File: src/rtl/race_pkg.sv
// Shared types and defaults for the per-frame race sequencer.
package race_pkg;

    typedef enum logic [2:0] {
        IDLE,
        REQ_P,
        REQ_O,
        COLL,
        COMMIT,
        ABORT
    } seq_state_t;

    typedef enum logic {
        RACER_PLAYER   = 1'b0,
        RACER_OPPONENT = 1'b1
    } racer_id_t;

    localparam int DIR_MOD       = 360;
    localparam int DEF_V_ACTIVE  = 768;
    localparam int DEF_TRACK_MAX = 511;

endpackage

File: src/rtl/seq_req_port.sv
// Generic request/acknowledge driver: start raises req next cycle, req holds until ack.
module seq_req_port (
    input  logic clk_in,
    input  logic rst_n_in,
    input  logic start_in,
    input  logic clear_in,
    input  logic ack_in,
    output logic req_out,
    output logic done_out
);

    logic req_q;
    logic req_d;

    // Clear wins over start so an abort can never leave a request dangling.
    always_comb begin
        req_d = req_q;
        if (clear_in) begin
            req_d = 1'b0;
        end else if (start_in) begin
            req_d = 1'b1;
        end else if (req_q && ack_in) begin
            req_d = 1'b0;
        end
    end

    always_ff @(posedge clk_in or negedge rst_n_in) begin
        if (!rst_n_in) begin
            req_q <= 1'b0;
        end else begin
            req_q <= req_d;
        end
    end

    assign req_out  = req_q;
    assign done_out = req_q & ack_in & ~clear_in;

endmodule

File: src/rtl/race_frame_sequencer.sv
// Per-frame game-state sequencer: physics for player/opponent, collision, then one-cycle commit.
// Optional SEQ_OVERRUN_CNT_EN adds a saturating abort counter port.
module race_frame_sequencer
    import race_pkg::*;
#(
    parameter int V_ACTIVE  = DEF_V_ACTIVE,
    parameter int POS_W     = 11,
    parameter int DIR_W     = 9,
    parameter int TRACK_MAX = DEF_TRACK_MAX,
    parameter int INIT_PX   = 191,
    parameter int INIT_PY   = 191,
    parameter int INIT_OX   = 319,
    parameter int INIT_OY   = 319,
    parameter int INIT_DIR  = 270
) (
    input  logic             clk_in,
    input  logic             rst_n_in,
    input  logic [9:0]       vcount_in,
    input  logic             enable_in,
    output logic             step_req_out,
    output logic             step_id_out,
    input  logic             step_ack_in,
    input  logic [POS_W-1:0] step_x_in,
    input  logic [POS_W-1:0] step_y_in,
    input  logic [DIR_W-1:0] step_dir_in,
    output logic             coll_req_out,
    input  logic             coll_ack_in,
    input  logic             coll_hit_in,
    output logic [POS_W-1:0] player_x_out,
    output logic [POS_W-1:0] player_y_out,
    output logic [DIR_W-1:0] direction_out,
    output logic [POS_W-1:0] opponent_x_out,
    output logic [POS_W-1:0] opponent_y_out,
    output logic             collision_out,
    output logic             frame_tick_out,
    output logic             overrun_out
`ifdef SEQ_OVERRUN_CNT_EN
    ,
    output logic [7:0]       overrun_cnt_out
`endif
);

    localparam logic [9:0]       VBLANK_LINE = 10'(V_ACTIVE);
    localparam logic [POS_W-1:0] POS_MAX     = POS_W'(TRACK_MAX);
    localparam logic [DIR_W-1:0] DIR_WRAP    = DIR_W'(DIR_MOD);
    localparam logic [POS_W-1:0] RST_PX      = POS_W'(INIT_PX);
    localparam logic [POS_W-1:0] RST_PY      = POS_W'(INIT_PY);
    localparam logic [POS_W-1:0] RST_OX      = POS_W'(INIT_OX);
    localparam logic [POS_W-1:0] RST_OY      = POS_W'(INIT_OY);
    localparam logic [DIR_W-1:0] RST_DIR     = DIR_W'(INIT_DIR);

    function automatic logic [POS_W-1:0] clamp_pos(input logic [POS_W-1:0] v);
        return (v > POS_MAX) ? POS_MAX : v;
    endfunction

    function automatic logic [DIR_W-1:0] wrap_dir(input logic [DIR_W-1:0] d);
        return (d >= DIR_WRAP) ? d - DIR_WRAP : d;
    endfunction

    seq_state_t       state_q, state_d;
    racer_id_t        step_id_q, step_id_d;
    logic [9:0]       vcount_prev_q, vcount_prev_d;
    logic             step_start_q, step_start_d;
    logic             coll_start_q, coll_start_d;
    logic [POS_W-1:0] stg_px_q, stg_px_d, stg_py_q, stg_py_d;
    logic [POS_W-1:0] stg_ox_q, stg_ox_d, stg_oy_q, stg_oy_d;
    logic [DIR_W-1:0] stg_dir_q, stg_dir_d;
    logic             stg_hit_q, stg_hit_d;
    logic [POS_W-1:0] px_q, px_d, py_q, py_d, ox_q, ox_d, oy_q, oy_d;
    logic [DIR_W-1:0] dir_q, dir_d;
    logic             hit_q, hit_d;
    logic             tick_q, tick_d;
    logic             overrun_q, overrun_d;

    logic             vblank_start;
    logic             abort_now;
    logic             step_done;
    logic             coll_done;

    assign vblank_start = (vcount_in == VBLANK_LINE) && (vcount_prev_q != VBLANK_LINE);
    assign abort_now    = ((state_q == REQ_P) || (state_q == REQ_O) || (state_q == COLL))
                          && (vcount_in == 10'd0);

    seq_req_port u_step_port (
        .clk_in   (clk_in),
        .rst_n_in (rst_n_in),
        .start_in (step_start_q),
        .clear_in (abort_now),
        .ack_in   (step_ack_in),
        .req_out  (step_req_out),
        .done_out (step_done)
    );

    seq_req_port u_coll_port (
        .clk_in   (clk_in),
        .rst_n_in (rst_n_in),
        .start_in (coll_start_q),
        .clear_in (abort_now),
        .ack_in   (coll_ack_in),
        .req_out  (coll_req_out),
        .done_out (coll_done)
    );

    always_comb begin
        state_d       = state_q;
        step_id_d     = step_id_q;
        vcount_prev_d = vcount_in;
        step_start_d  = 1'b0;
        coll_start_d  = 1'b0;
        tick_d        = 1'b0;
        overrun_d     = 1'b0;
        stg_px_d      = stg_px_q;
        stg_py_d      = stg_py_q;
        stg_dir_d     = stg_dir_q;
        stg_ox_d      = stg_ox_q;
        stg_oy_d      = stg_oy_q;
        stg_hit_d     = stg_hit_q;
        px_d          = px_q;
        py_d          = py_q;
        dir_d         = dir_q;
        ox_d          = ox_q;
        oy_d          = oy_q;
        hit_d         = hit_q;

        // The deadline is checked before any ack so a late result is never committed.
        if (abort_now) begin
            state_d   = ABORT;
            overrun_d = 1'b1;
            stg_px_d  = px_q;
            stg_py_d  = py_q;
            stg_dir_d = dir_q;
            stg_ox_d  = ox_q;
            stg_oy_d  = oy_q;
            stg_hit_d = hit_q;
        end else begin
            case (state_q)
                IDLE: begin
                    if (vblank_start && enable_in) begin
                        state_d      = REQ_P;
                        step_start_d = 1'b1;
                        step_id_d    = RACER_PLAYER;
                    end
                end
                REQ_P: begin
                    if (step_done) begin
                        stg_px_d     = clamp_pos(step_x_in);
                        stg_py_d     = clamp_pos(step_y_in);
                        stg_dir_d    = wrap_dir(step_dir_in);
                        state_d      = REQ_O;
                        step_start_d = 1'b1;
                        step_id_d    = RACER_OPPONENT;
                    end
                end
                REQ_O: begin
                    if (step_done) begin
                        stg_ox_d     = clamp_pos(step_x_in);
                        stg_oy_d     = clamp_pos(step_y_in);
                        state_d      = COLL;
                        coll_start_d = 1'b1;
                    end
                end
                COLL: begin
                    // Outputs load on entry to COMMIT so they change in the same cycle as the tick.
                    if (coll_done) begin
                        stg_hit_d = coll_hit_in;
                        state_d   = COMMIT;
                        tick_d    = 1'b1;
                        px_d      = stg_px_q;
                        py_d      = stg_py_q;
                        dir_d     = stg_dir_q;
                        ox_d      = stg_ox_q;
                        oy_d      = stg_oy_q;
                        hit_d     = coll_hit_in;
                    end
                end
                COMMIT:  state_d = IDLE;
                ABORT:   state_d = IDLE;
                default: state_d = IDLE;
            endcase
        end
    end

    always_ff @(posedge clk_in or negedge rst_n_in) begin
        if (!rst_n_in) begin
            state_q       <= IDLE;
            step_id_q     <= RACER_PLAYER;
            vcount_prev_q <= 10'd0;
            step_start_q  <= 1'b0;
            coll_start_q  <= 1'b0;
            tick_q        <= 1'b0;
            overrun_q     <= 1'b0;
            stg_px_q      <= RST_PX;
            stg_py_q      <= RST_PY;
            stg_dir_q     <= RST_DIR;
            stg_ox_q      <= RST_OX;
            stg_oy_q      <= RST_OY;
            stg_hit_q     <= 1'b0;
            px_q          <= RST_PX;
            py_q          <= RST_PY;
            dir_q         <= RST_DIR;
            ox_q          <= RST_OX;
            oy_q          <= RST_OY;
            hit_q         <= 1'b0;
        end else begin
            state_q       <= state_d;
            step_id_q     <= step_id_d;
            vcount_prev_q <= vcount_prev_d;
            step_start_q  <= step_start_d;
            coll_start_q  <= coll_start_d;
            tick_q        <= tick_d;
            overrun_q     <= overrun_d;
            stg_px_q      <= stg_px_d;
            stg_py_q      <= stg_py_d;
            stg_dir_q     <= stg_dir_d;
            stg_ox_q      <= stg_ox_d;
            stg_oy_q      <= stg_oy_d;
            stg_hit_q     <= stg_hit_d;
            px_q          <= px_d;
            py_q          <= py_d;
            dir_q         <= dir_d;
            ox_q          <= ox_d;
            oy_q          <= oy_d;
            hit_q         <= hit_d;
        end
    end

`ifdef SEQ_OVERRUN_CNT_EN
    logic [7:0] overrun_cnt_q;
    logic [7:0] overrun_cnt_d;

    always_comb begin
        overrun_cnt_d = overrun_cnt_q;
        if (abort_now && (overrun_cnt_q != 8'hFF)) begin
            overrun_cnt_d = overrun_cnt_q + 8'd1;
        end
    end

    always_ff @(posedge clk_in or negedge rst_n_in) begin
        if (!rst_n_in) begin
            overrun_cnt_q <= 8'd0;
        end else begin
            overrun_cnt_q <= overrun_cnt_d;
        end
    end

    assign overrun_cnt_out = overrun_cnt_q;
`endif

    assign step_id_out    = step_id_q;
    assign player_x_out   = px_q;
    assign player_y_out   = py_q;
    assign direction_out  = dir_q;
    assign opponent_x_out = ox_q;
    assign opponent_y_out = oy_q;
    assign collision_out  = hit_q;
    assign frame_tick_out = tick_q;
    assign overrun_out    = overrun_q;

endmodule

File: config.mk
export PLATFORM = sky130hd
export DESIGN_NAME = race_frame_sequencer
export DESIGN_NICKNAME = d
export VERILOG_FILES = /design/src/rtl/race_pkg.sv /design/src/rtl/seq_req_port.sv /design/src/rtl/race_frame_sequencer.sv
export SDC_FILE = /design/constraint.sdc
export NUM_CORES = 1
export LEC_CHECK = 0
export ABC_AREA = 1
export BUFFER_PORTS_ARGS = -buffer_cell sky130_fd_sc_hd__buf_4
export CELL_PAD_IN_SITES_DETAIL_PLACEMENT = 1
export CELL_PAD_IN_SITES_GLOBAL_PLACEMENT = 1
export CORE_ASPECT_RATIO = 0.7
export CORE_UTILIZATION = 41
export CTS_CLUSTER_SIZE = 25
export DETAILED_ROUTE_END_ITERATION = 7
export GPL_TIMING_DRIVEN = 0
export PLACE_DENSITY = 0.79
export SKIP_CTS_REPAIR_TIMING = 1
export SLEW_MARGIN = 40
export SYNTH_ARGS = -nofsm -noshare
export SYNTH_HDL_FRONTEND = slang
export SYNTH_SLANG_ARGS = --single-unit
File: constraint.sdc
create_clock -name clk_in -period 2.3 [get_ports clk_in]
set_clock_uncertainty 0.15 [all_clocks]
set_input_delay 0.115 -clock clk_in [delete_from_list [all_inputs] [get_ports clk_in]]
set_output_delay 0.115 -clock clk_in [all_outputs]
set_load 0.02 [all_outputs]
Word level (Yosys, flattened, before mapping)
Index checks and enable logic that the tools add are counted.
{"block": "totals", "regBits": 127, "inputBits": 47, "out_inout_bits": 59, "word_cells": 101}
{"block": "classes", "add_sub_neg": 1, "n_lt_le_gt_ge": 3, "eq_ne": 11, "muxes": 41, "bitwise": 5, "n_reduce_logical": 20}
{"operator": "11-bit 2-to-1 mux", "n": 12}
{"operator": "9-bit 2-to-1 mux", "n": 4}
{"operator": "11-bit by 9-bit greater-than comparator with 1-bit output (second input constant)", "n": 2}
{"operator": "1-bit 2-to-1 mux", "n": 17}
{"operator": "3-bit 2-to-1 mux", "n": 5}
{"operator": "3-bit by 2-bit inequality test with 1-bit output (second input constant)", "n": 4}
{"operator": "3-bit one-hot mux with 4 select lines", "n": 1}
{"operator": "10-bit equality test (second input constant)", "n": 1}
{"operator": "10-bit zero test", "n": 1}
{"operator": "10-bit inequality test (second input constant)", "n": 1}
{"operator": "9-bit >= comparator (second input constant)", "n": 1}
{"operator": "9-bit subtractor (second input constant)", "n": 1}
{"operator": "4-bit AND reduction", "n": 2}
{"operator": "2-bit nonzero test", "n": 4}
{"operator": "3-bit by 2-bit equality test with 1-bit output (second input constant)", "n": 2}
{"operator": "3-bit nonzero test", "n": 2}
{"operator": "1-bit logical AND", "n": 5}
{"operator": "1-bit AND", "n": 4}
{"operator": "2-bit inequality test (second input constant)", "n": 2}
{"operator": "1-bit one-hot mux with 2 select lines", "n": 2}
{"operator": "2-bit AND reduction", "n": 2}
{"operator": "3-bit by 1-bit equality test with 1-bit output (second input constant)", "n": 1}
{"operator": "3-bit zero test", "n": 1}
{"operator": "3-bit AND reduction", "n": 1}
{"operator": "other kinds (2)", "n": 3}

Depth between registers and ports, before layout
Gate-level depths: netlist of the first run.
{"block": "depth", "depth_word": 9, "ltp_mapped": 10, "ltp_nobuf": 10}

Modules after synthesis
From an unflattened synthesis of the first run, not the netlist that was laid out.
{"block": "hier_totals", "hier_cells": 604, "hier_area_um2": 5370.2}
{"module": "race_frame_sequencer", "n_inst": 1, "cells_per_inst": 590, "area_per_inst_um2": 5265.0, "seq_area_each_um2": 3208.1}
{"module": "seq_req_port", "n_inst": 2, "cells_per_inst": 7, "area_per_inst_um2": 52.6, "seq_area_each_um2": 25.0}

Least setup slack after synthesis of the first run
Ideal clock, no wire load.
{"block": "synth_timing", "kind": "register to register", "from": "register u_step_port.req_q (netlist: u_step_port.req_out)", "to": "register stg_px_q[6]", "setup_time_ps": 132, "arrival_ps": 1400, "required_ps": 2018, "slack_ps": 618, "path_stages_with_launch": 9, "path_buffers": 1, "synth_period_minus_slack_ps": 1682, "path_cell_list": "dfrtp_1 -> nand2_1 -> nor2_4 -> inv_2 -> nand2_2 -> inv_2 -> buf_2 -> nand2_1 -> o211ai_1"}
{"block": "synth_via", "elab_chain_cells": 4}
{"element": "start, declared", "line_no": "seq_req_port.sv:12", "rtl": "logic req_q;"}
{"element": "start signal, assigned", "line_no": "seq_req_port.sv:31", "rtl": "req_q <= req_d;"}
{"element": "1-bit AND (2 in a row)", "line_no": "seq_req_port.sv:36", "rtl": "assign done_out = req_q & ack_in & ~clear_in;"}
{"element": "2-bit nonzero test (no source line)"}
{"element": "2-bit AND reduction (no source line)"}
{"element": "end signal, assigned", "line_no": "race_frame_sequencer.sv:212", "rtl": "stg_px_q <= stg_px_d;"}
{"element": "end, declared", "line_no": "race_frame_sequencer.sv:65", "rtl": "logic [POS_W-1:0] stg_px_q, stg_px_d, stg_py_q, stg_py_d;"}
Every way passes these cells.
A chain may end at the register's enable or synchronous reset.

Final worst setup path of the first run
{"block": "layout_timing", "from": "register state_q[0]", "to": "register stg_ox_q[0]"}
{"block": "layout_via", "elab_chain_cells": 8, "elab_cells_between_ends": 12, "classes_between": "eq/ne: 3; mux: 1; bitwise: 2; reduce/logical: 6"}
{"element": "start, declared", "line_no": "race_frame_sequencer.sv:60", "rtl": "seq_state_t state_q, state_d;"}
{"element": "start signal, assigned", "line_no": "race_frame_sequencer.sv:205", "rtl": "state_q <= state_d;"}
{"element": "3-bit by 1-bit equality test with 1-bit output / 3-bit by 2-bit equality test with 1-bit output (equally long branches)", "line_no": "race_frame_sequencer.sv:81, race_frame_sequencer.sv:136"}
{"element": "1-bit logical OR (2 in a row)", "line_no": "race_frame_sequencer.sv:81", "rtl": "assign abort_now = ((state_q == REQ_P) || (state_q == REQ_O) || (state_q == COLL))"}
{"element": "1-bit logical AND", "line_no": "race_frame_sequencer.sv:82", "rtl": "&& (vcount_in == 10'd0);"}
{"element": "1-bit inverter (no source line)"}
{"element": "1-bit AND", "line_no": "seq_req_port.sv:36"}
{"element": "2-bit nonzero test (no source line)"}
{"element": "2-bit AND reduction (no source line)"}
{"element": "end signal, assigned", "line_no": "race_frame_sequencer.sv:215", "rtl": "stg_ox_q <= stg_ox_d;"}
{"element": "end, declared", "line_no": "race_frame_sequencer.sv:66", "rtl": "logic [POS_W-1:0] stg_ox_q, stg_ox_d, stg_oy_q, stg_oy_d;"}
Several ways; a longest one is shown, not always the timed one.

==> results of run 1 <==
[worst min-delay path: stages]
cell	delay (ns)
buf_4	0.11
nor2_1	0.09
nor2_1	0.06
nand2_1	0.06
o211ai_1	0.08
[power groups by stage]
stage / registers [W] / clock network, W / logic, W
after floorplan: 0.00241 / 0 / 0.000262
after global placement: 0.00242 / 0 / 0.000417
after detailed placement: 0.00243 / 0 / 0.000461
after CTS: 0.00239 / 0.00278 / 0.000467
after global routing: 0.00240 / 0.00288 / 0.000555
final: 0.00239 / 0.00274 / 0.000503
[layout make-up]
type,count,area (um2)
fill,1450,5320
buffer,23,133
timing repair buffer,135,1100
clock buffer,19,453
inverter,57,218
multi-input combinational,399,1850
tap,162,203
sequential,127,3260
clock inverter,13,151
[stage by stage]
stage / setup WS [ns] / instances / hold slack (ns)
finish: 0.118 / 935 / -0.0439
floorplan: 0.618 / 606 / -0.331
global placement: 0.253 / 873 / 0.0836
detailed placement: 0.189 / 874 / -0.0688
global route: -0.0282 / 935 / 0.00675
CTS: 0.147 / 906 / -0.516
[cell usage in the layout (no fill, tap or decap), types with 3 or more instances in the layout]
master | Yosys | routed
nor2_4 | 3 | 3
clkinvlp_4 | 0 | 5
dfrtp_1 | 63 | 63
o21ai_1 | 37 | 37
nand3_1 | 20 | 20
buf_4 | 2 | 111
a21oi_1 | 3 | 3
inv_1 | 51 | 50
inv_6 | 0 | 5
nand4_1 | 3 | 3
o21ai_0 | 21 | 21
o211ai_1 | 38 | 38
clkbuf_16 | 0 | 17
nor2_1 | 49 | 49
nand2_1 | 212 | 212
dfstp_2 | 64 | 64
buf_2 | 19 | 19
inv_2 | 5 | 5
dlygate4sd3_1 | 0 | 24
[routing by layer]
metal  vias up  GRT usage, %  wire (um)
met3        31          6.37        884
met1      2568          35.6       7890
li1       2256             -          -
met5         -             0          0
met2       153          45.4       8850
met4         0          10.4        308
[cell families after synthesis]
group                      after synthesis  share of synthesized area [%]
and+or+nand+nor                        295                           22.2
DFF                                    127                           59.8
AOI/OAI and AO/OA                      103                           11.5
buffers and inverters                   80                           6.36
adders and majority gates                1                          0.230
[sequential cells by signal, summed over array words and instances, names as in the netlist]
name and cells:
direction_out 9, collision_out 1, vcount_prev_q 10, u_coll_port.req_out 1, stg_px_q 11, stg_dir_q 9
opponent_y_out 11, state_q 3, player_y_out 11, stg_oy_q 11, coll_start_q 1, player_x_out 11
frame_tick_out 1, stg_py_q 11, step_id_out 1, stg_ox_q 11, overrun_out 1, u_step_port.req_out 1
opponent_x_out 11, step_start_q 1
[worst max path at each step]
stage               slack (ns)           to
global placement          0.25  stg_px_q[8]
finish                    0.12  stg_ox_q[0]
floorplan                 0.62  stg_px_q[6]
CTS                       0.15  stg_ox_q[0]
detailed placement        0.19  stg_px_q[8]
global route             -0.03  stg_ox_q[6]
==> flow_metrics.env, run 1 <==
export IMPL_std_cell_rows=34
export IMPL_clkTransAtPathRegs_ns=0.06
export IMPL_cts_tree="done"
export IMPL_yosys_top_cells_area="dfstp_2 (31%), dfrtp_1 (29%), nand2_1 (15%), o211ai_1 (5.2%), inv_1 (3.5%)"
export IMPL_synth_edf_count=0
export IMPL_num_antenna_cells=0
export IMPL_p_int_w=0.00421
export IMPL_synth_top_cell_by_area="dfstp_2"
export IMPL_setup_viol=0
export IMPL_final_nets=808
export IMPL_syn_inst=606
export IMPL_io_buffer_count=105
export IMPL_max_cap_violations=0
export IMPL_power_density_mw_per_mm2=766
export IMPL_vias_per_cell=5.36
export IMPL_status="finished, violations left"
export IMPL_cp_max_fo=7
export IMPL_die_w_um=140
export IMPL_cts_buffers_inserted=17
export IMPL_drtAntennaViolNets=0
export IMPL_p_clk_share_pct=48.6
export IMPL_synth_nets=654
export IMPL_violations="hold timing"
export IMPL_area_delta_synth_final_pct=35.1
export IMPL_critPathLaunch="state_q[0]"
export IMPL_htree_num_levels=4
export IMPL_crit_path_top_delay_cell="dfrtp_1"
export IMPL_hold_path_class="input pin to flop"
export IMPL_critical_path_required_ns=2.46
export IMPL_hold_viol=9
export IMPL_wire_per_inst_um=19.2
export IMPL_ys_warn_count=0
export IMPL_async_flop_share_pct=100
export IMPL_cp_num_cells=8
export IMPL_avgSynthCellArea_um2=8.99
export IMPL_power_w=0.00564
export IMPL_gr_total_overflow=0
export IMPL_synth_top_area_share_pct=30.9
export IMPL_crit_family="simple AND/OR/NAND/NOR gates"
export IMPL_start_util_pct=43.0
export IMPL_dieArea_mm2=0.0138
export IMPL_gp_congestion=0.805
export IMPL_drive_above_1_share_pct=31.8
export IMPL_startpoint_type="flop"
export IMPL_num_io_pins=106
export IMPL_seqPwrFrac_pct=42.4
export IMPL_slowest_delay_ns=0.45
export IMPL_rr_worst_depth=8
export IMPL_utilization_pct=58.1
export IMPL_cp_buffers_inverters=2
export IMPL_cts_num_sinks=127
export IMPL_worstSetupEndpointType="flop"
export IMPL_r2r_end="stg_ox_q[0]"
export IMPL_r2r_slack_ns=0.12
export IMPL_fmax_ghz=0.458
export IMPL_tns_ns=0
export IMPL_crit_type="flop to flop"
export IMPL_synth_flop_cell="dfstp_2"
export IMPL_critPathMostFrequentCell="nand2_1"
export IMPL_worstPathCellList="nor2_1 -> nand2_1 -> nor2_4 -> clkinvlp_4 -> nand2_4 -> inv_1 -> nand2_1 -> o211ai_1"
export IMPL_slew_headroom_pct=61.9
export IMPL_synth_cell_area_mm2=0.00545
export IMPL_drc=0
export IMPL_hpwl_mm=11.8
export IMPL_ys_seq_area_share_pct=59.8
export IMPL_die_h_um=98.5
export IMPL_yosysMostFrequentCell="nand2_1"
export IMPL_dpl_cell_area_mm2=0.00648
export IMPL_antenna_found_initial=0
export IMPL_period_share_pct=94.9
export IMPL_wirelength_mm=17.9
export IMPL_rr_startpoint="state_q[0]"
export IMPL_switching_power_w=0.00143
export IMPL_leakagePower_nw=3.55
export IMPL_whs_ns=-0.0439
export IMPL_drt_pass1_iterations=5
export IMPL_worstHoldStart="step_y_in[8]"
export IMPL_cts_root_buffer="clkbuf_16"
export IMPL_whs_path_depth=5
export IMPL_ys_ff_latch=127
export IMPL_finalInstanceArea_mm2=0.00736
export IMPL_clk_latency_ns=0.41
export IMPL_core_mm2=0.0127
export IMPL_grt_max_degree=71
export IMPL_grt_pass1_wl_mm=28.8
export IMPL_drt_iter0_drc=234
export IMPL_grt_usage_pct=27.5
export IMPL_switching_share_pct=25.3
export IMPL_final_min_clock_period_ns=2.18
export IMPL_maxSlewViolCount=0
export IMPL_yosysUniqueCellTypes=28
export IMPL_hold_path_end="stg_oy_q[8]"
export IMPL_p_comb_share_pct=8.9
export IMPL_vias=5008
export IMPL_arrival_ns=2.34
export IMPL_yosys_top_cells_count="nand2_1 (212), dfstp_2 (64), dfrtp_1 (63)"
export IMPL_cts_max_path_buffers=2
export IMPL_vdd_ir_drop_max_uv=576
export IMPL_grt_pass1_vias=5455
export IMPL_worst_pin_slew_ns=0.566
No activity file was read; power rests on OpenSTA's default activity.
==> inputs of run 2 (changes only) <==
--- a/config.mk
+++ b/config.mk
@@ -7,7 +7,7 @@
 export LEC_CHECK = 0
 export ABC_AREA = 1
 export BUFFER_PORTS_ARGS = -buffer_cell sky130_fd_sc_hd__buf_4
-export CELL_PAD_IN_SITES_DETAIL_PLACEMENT = 1
+export CELL_PAD_IN_SITES_DETAIL_PLACEMENT = 0
 export CELL_PAD_IN_SITES_GLOBAL_PLACEMENT = 1
 export CORE_ASPECT_RATIO = 0.7
 export CORE_UTILIZATION = 41
==> run 2 against run 1 <==
Core utilization rose by 0.39 points. Hold slack about the same. Global-route usage down 4.6 points. The run still ends with hold timing left. Critical endpoint is now stg_px_q[6]. Non-clock buffer count decreased by 1. Routed wire length down 17%. Register-to-register slack better by 0.09 ns. Die area unchanged. First-iteration DRC count down 0.43%. Combinational power down 4%. Clock power is 8.0% higher. Sequential share of layout area is 0.30 points lower.
==> flow_metrics.env, run 2 (same netlist as run 1, synthesis figures left out) <==
export IMPL_clkTransAtPathRegs_ns=0.06
export IMPL_cp_max_fo=10
export IMPL_multiInputGateArea_mm2=0.00185
export IMPL_start_util_pct=43.0
export IMPL_die_h_um=98.5
export IMPL_grt_max_degree=71
export IMPL_grt_pass1_vias=4693
export IMPL_drtAntennaViolNets=0
export IMPL_clk_latency_ns=0.41
export IMPL_critPathMostFrequentCell="inv_2"
export IMPL_cts_tree="done"
export IMPL_arrival_ns=2.22
export IMPL_rr_startpoint="state_q[1]"
export IMPL_drt_pass1_iterations=4
export IMPL_htree_num_levels=4
export IMPL_std_cell_rows=34
export IMPL_vdd_ir_drop_max_uv=602
export IMPL_utilization_pct=58.5
export IMPL_antenna_found_initial=0
export IMPL_violations="hold timing"
export IMPL_drc=0
export IMPL_seqPwrFrac_pct=41.0
export IMPL_wirelength_mm=14.9
export IMPL_p_clk_share_pct=50.7
export IMPL_switching_share_pct=22.8
export IMPL_p_comb_share_pct=8.3
export IMPL_drt_iter0_drc=233
export IMPL_hpwl_mm=10.4
export IMPL_status="finished, violations left"
export IMPL_wire_per_inst_um=15.9
export IMPL_layout_cells_non_filler=934
export IMPL_rr_worst_depth=9
export IMPL_dieArea_mm2=0.0138
export IMPL_io_buffer_count=105
export IMPL_maxSlewViolCount=0
export IMPL_drive_above_1_share_pct=31.0
export IMPL_grt_usage_pct=23.0
export IMPL_switching_power_w=0.00133
export IMPL_final_cell_mix="nand2_1 (212), buf_4 (106), dfstp_2 (64)"
export IMPL_grt_pass1_wl_mm=24.1
export IMPL_gp_congestion=0.805
export IMPL_cts_buffers_inserted=17
export IMPL_worstSetupEndpointType="flop"
export IMPL_critical_path_required_ns=2.43
export IMPL_seq_area_mm2=0.00326
export IMPL_p_int_w=0.00450
export IMPL_worstPathCellList="inv_1 -> nand3_2 -> nor2_4 -> inv_2 -> nand2_2 -> inv_2 -> buf_2 -> nand2_1 -> o211ai_1"
export IMPL_hold_path_end="stg_oy_q[5]"
export IMPL_slew_headroom_pct=67.2
export IMPL_hold_viol=11
export IMPL_period_share_pct=91.1
export IMPL_vias=4653
export IMPL_leakagePower_nw=3.57
export IMPL_max_cap_violations=0
export IMPL_dp_cells=874
export IMPL_whs_ns=-0.0442
export IMPL_setup_viol=0
export IMPL_pre_cts_ws_ns=0.214
export IMPL_fmax_ghz=0.477
export IMPL_whs_path_depth=5
export IMPL_cts_max_path_buffers=2
export IMPL_core_mm2=0.0127
export IMPL_slowest_delay_ns=0.43
export IMPL_hold_path_class="input pin to flop"
export IMPL_crit_family="simple AND/OR/NAND/NOR gates"
export IMPL_final_nets=807
export IMPL_tns_ns=0
export IMPL_gr_total_overflow=0
export IMPL_num_io_pins=106
export IMPL_die_w_um=140
export IMPL_final_min_clock_period_ns=2.10
export IMPL_power_density_mw_per_mm2=787
export IMPL_cp_buffers_inverters=4
export IMPL_crit_path_top_delay_cell="dfrtp_1"
export IMPL_cts_root_buffer="clkbuf_16"
export IMPL_cts_num_sinks=127
export IMPL_r2r_end="stg_px_q[6]"
export IMPL_crit_type="flop to flop"
export IMPL_num_antenna_cells=0
export IMPL_area_delta_synth_final_pct=36.0
export IMPL_r2r_slack_ns=0.20
export IMPL_final_common_cell="nand2_1"
export IMPL_power_w=0.00583
export IMPL_rsz0062_at_grt="false"
export IMPL_worst_pin_slew_ns=0.486
export IMPL_vias_per_cell=4.98
export IMPL_worstHoldStart="step_y_in[5]"
export IMPL_startpoint_type="flop"
export IMPL_setup_slack_ns=0.204
export IMPL_fillCellCount=1126
[run 2: cell types whose count changed in the layout (fill, tap and decap cells not counted)]
| cell | delta |
|---|---|
| clkbuf_8 | -1 |
| clkinv_2 | +1 |
| clkinvlp_4 | -2 |
| bufinv_16 | +3 |
| clkinv_4 | +1 |
| dlygate4sd3_1 | +4 |
| inv_1 | +1 |
| inv_6 | -4 |
| clkbuf_1 | +1 |
| buf_4 | -5 |
[run 2: power groups by stage]
stage | Sequential, W | Clock, W | Combinational [W]
detailed placement | 0.00243 | 0 | 0.000449
finish | 0.00239 | 0.00296 | 0.000485
global placement | 0.00242 | 0 | 0.000417
CTS | 0.00239 | 0.00301 | 0.000451
global route | 0.00240 | 0.00311 | 0.000548
floorplan | 0.00241 | 0 | 0.000262
[run 2: layout make-up]
cell class,count,share of cell area [%]
Sequential cell,127,44.0
Multi-Input combinational cell,399,24.9
Timing Repair Buffer,134,14.9
Clock buffer,19,5.98
Inverter,57,2.89
Clock inverter,13,2.87
Tap cell,162,2.73
Buffer,23,1.79
[run 2: worst min-delay path, delay by kind of cell]
kind / cells / cell delay (ns)
AOI/OAI and AO/OA: 1 / 0.08
buffers and inverters: 1 / 0.11
and+or+nand+nor: 3 / 0.21
[run 2: worst max path at each step]
stage                        start           to  depth (start not counted)
3_3_place_gp            state_q[1]  stg_px_q[8]                          9
4_1_cts                 state_q[1]  stg_px_q[8]                          9
5_1_grt                 state_q[1]  stg_px_q[6]                          9
6_report                state_q[1]  stg_px_q[6]                          9
2_1_floorplan  u_step_port.req_out  stg_px_q[6]                          8
3_5_place_dp            state_q[1]  stg_px_q[6]                          9
[run 2: per-stage QoR]
stage | hold WS (ns) | cell area (um2)
final | -0.0442 | 7410
after global routing | 0.00120 | 7410
after CTS | -0.517 | 7130
after detailed placement | -0.0752 | 6480
after global placement | 0.0836 | 6440
after floorplan | -0.331 | 5450
[run 2: per-layer routing]
layer,up-vias,wire (um),GRT usage (%)
met5,-,0,0
met3,21,836,5.73
met4,0,274,9.13
met1,2229,7160,32.2
met2,141,6620,34.3
li1,2262,-,-
==> inputs of run 3 (changes only) <==
--- a/config.mk
+++ b/config.mk
@@ -11,6 +11,7 @@
 export CELL_PAD_IN_SITES_GLOBAL_PLACEMENT = 1
 export CORE_ASPECT_RATIO = 0.7
 export CORE_UTILIZATION = 41
+export CTS_BUF_LIST = sky130_fd_sc_hd__clkbuf_8 sky130_fd_sc_hd__clkbuf_16
 export CTS_CLUSTER_SIZE = 25
 export DETAILED_ROUTE_END_ITERATION = 7
 export GPL_TIMING_DRIVEN = 0
==> run 3 against run 2 <==
The run still ends with hold timing left. First-iteration DRC count unchanged. Non-clock buffer count unchanged. Die area unchanged. Sequential cell count unchanged. Combinational power about the same. Largest cell class unchanged. Routed wire length about the same. Via count about the same. Register-to-register slack about the same.
==> flow_metrics.env, run 3 (same netlist as run 1, synthesis figures left out) <==
export IMPL_drt_iter0_drc=233
export IMPL_grt_pass1_vias=4693
export IMPL_clkTransAtPathRegs_ns=0.06
export IMPL_drt_pass1_iterations=4
export IMPL_cp_buffers_inverters=4
export IMPL_final_cell_mix="nand2_1 (212), buf_4 (106), dfstp_2 (64)"
export IMPL_leakagePower_nw=3.58
export IMPL_fmax_ghz=0.477
export IMPL_whs_ns=-0.0439
export IMPL_cp_max_fo=10
export IMPL_rsz0062_at_grt="false"
export IMPL_critical_path_required_ns=2.43
export IMPL_status="finished, violations left"
export IMPL_hpwl_mm=10.4
export IMPL_power_density_mw_per_mm2=786
export IMPL_setup_viol=0
export IMPL_gp_congestion=0.805
export IMPL_final_min_clock_period_ns=2.10
export IMPL_slowest_delay_ns=0.43
export IMPL_p_int_w=0.00450
export IMPL_drive_above_1_share_pct=31.0
export IMPL_antenna_found_initial=0
export IMPL_grt_pass1_wl_mm=24.1
export IMPL_worst_pin_slew_ns=0.486
export IMPL_die_w_um=140
export IMPL_cts_tree="done"
export IMPL_switching_share_pct=22.8
export IMPL_worstSetupEndpointType="flop"
export IMPL_cts_num_sinks=127
export IMPL_maxSlewViolCount=0
export IMPL_switching_power_w=0.00133
export IMPL_wire_per_inst_um=15.9
export IMPL_wirelength_mm=14.9
export IMPL_cts_buffers_inserted=17
export IMPL_final_common_cell="nand2_1"
export IMPL_crit_path_top_delay_cell="dfrtp_1"
export IMPL_worstPathCellList="inv_1 -> nand3_2 -> nor2_4 -> inv_2 -> nand2_2 -> inv_2 -> buf_2 -> nand2_1 -> o211ai_1"
export IMPL_critPathMostFrequentCell="inv_2"
export IMPL_vias=4651
export IMPL_std_cell_rows=34
export IMPL_max_cap_violations=0
export IMPL_hold_viol=10
export IMPL_arrival_ns=2.22
export IMPL_drtAntennaViolNets=0
export IMPL_startpoint_type="flop"
export IMPL_io_buffer_count=105
export IMPL_vdd_ir_drop_max_uv=601
export IMPL_grt_max_degree=71
export IMPL_tns_ns=0
export IMPL_seqPwrFrac_pct=41.0
export IMPL_num_io_pins=106
export IMPL_core_mm2=0.0127
export IMPL_num_antenna_cells=0
export IMPL_period_share_pct=91.1
export IMPL_vias_per_cell=4.98
export IMPL_die_h_um=98.5
export IMPL_layout_cells_non_filler=934
export IMPL_p_clk_share_pct=50.7
export IMPL_dieArea_mm2=0.0138
export IMPL_dp_cells=874
export IMPL_start_util_pct=43.0
export IMPL_crit_type="flop to flop"
export IMPL_final_nets=807
export IMPL_drc=0
export IMPL_violations="hold timing"
export IMPL_hold_path_class="input pin to flop"
export IMPL_p_comb_share_pct=8.3
export IMPL_htree_num_levels=4
export IMPL_area_delta_synth_final_pct=36.0
export IMPL_crit_family="simple AND/OR/NAND/NOR gates"
export IMPL_slew_headroom_pct=67.2
export IMPL_clk_latency_ns=0.41
export IMPL_gr_total_overflow=0
export IMPL_cts_max_path_buffers=2
export IMPL_cts_root_buffer="clkbuf_16"
export IMPL_grt_usage_pct=23.0
-- run 3: cell count changes in the layout (fill, tap and decap cells not counted), sizes merged --
cell,previous run,this run
inv,57,58
clkbuf,19,18
-- run 3: final timing paths --
kind                         startpoint  cells past startpoint                end  slack [ns]
min reg2reg                stg_dir_q[3]                      2   direction_out[3]        0.31
max in group asynchronous      rst_n_in                      3  opponent_x_out[4]        1.20
min in group asynchronous      rst_n_in                      2       stg_dir_q[7]        0.07
min                        step_y_in[5]                      5        stg_oy_q[5]       -0.04
max reg2reg                  state_q[1]                      9        stg_px_q[6]        0.20
max                          state_q[1]                      9        stg_px_q[6]        0.20
-- run 3: power by group through the flow --
stage	registers, W	clock network (W)	logic, W
2_1_floorplan	0.00241	0	0.000262
3_3_place_gp	0.00242	0	0.000417
3_5_place_dp	0.00243	0	0.000449
4_1_cts	0.00239	0.00300	0.000451
5_1_grt	0.00240	0.00311	0.000548
6_report	0.00239	0.00295	0.000485
-- run 3: layout make-up --
type                       instances  area, um2
fill                            1126       5270
sequential                       127       3260
buffer                            23        133
multi-input combinational        399       1850
clock inverter                    14        216
inverter                          57        214
clock buffer                      18        439
timing repair buffer             134       1100
tap                              162        203
-- run 3: layer usage --
layer	GRT usage, %	vias to the layer above	part of all wire (%)
li1	-	2262	-
met2	34.3	140	44
met3	5.73	21	5.6
met5	0	-	0
met4	9.13	0	1.8
met1	32.2	2228	48
-- run 3: metrics by stage --
step                      util [%]  area, um2  total power, W  worst slack [ns]
after floorplan                  -       5450         0.00268             0.618
after global placement        50.8       6440         0.00284             0.253
after detailed placement      51.1       6480         0.00287             0.214
after CTS                     56.3       7130         0.00584             0.211
after global routing          58.5       7410         0.00605            0.0420
final                         58.5       7410         0.00583             0.204
-- run 3: worst reg2reg max path, cell delays in order, from the launching register on --
cell and delay [ns]:
dfrtp_1 0.43, inv_1 0.13, nand3_2 0.10, nor2_4 0.30
inv_2 0.21, nand2_2 0.21, inv_2 0.05, buf_2 0.21
nand2_1 0.09, o211ai_1 0.08
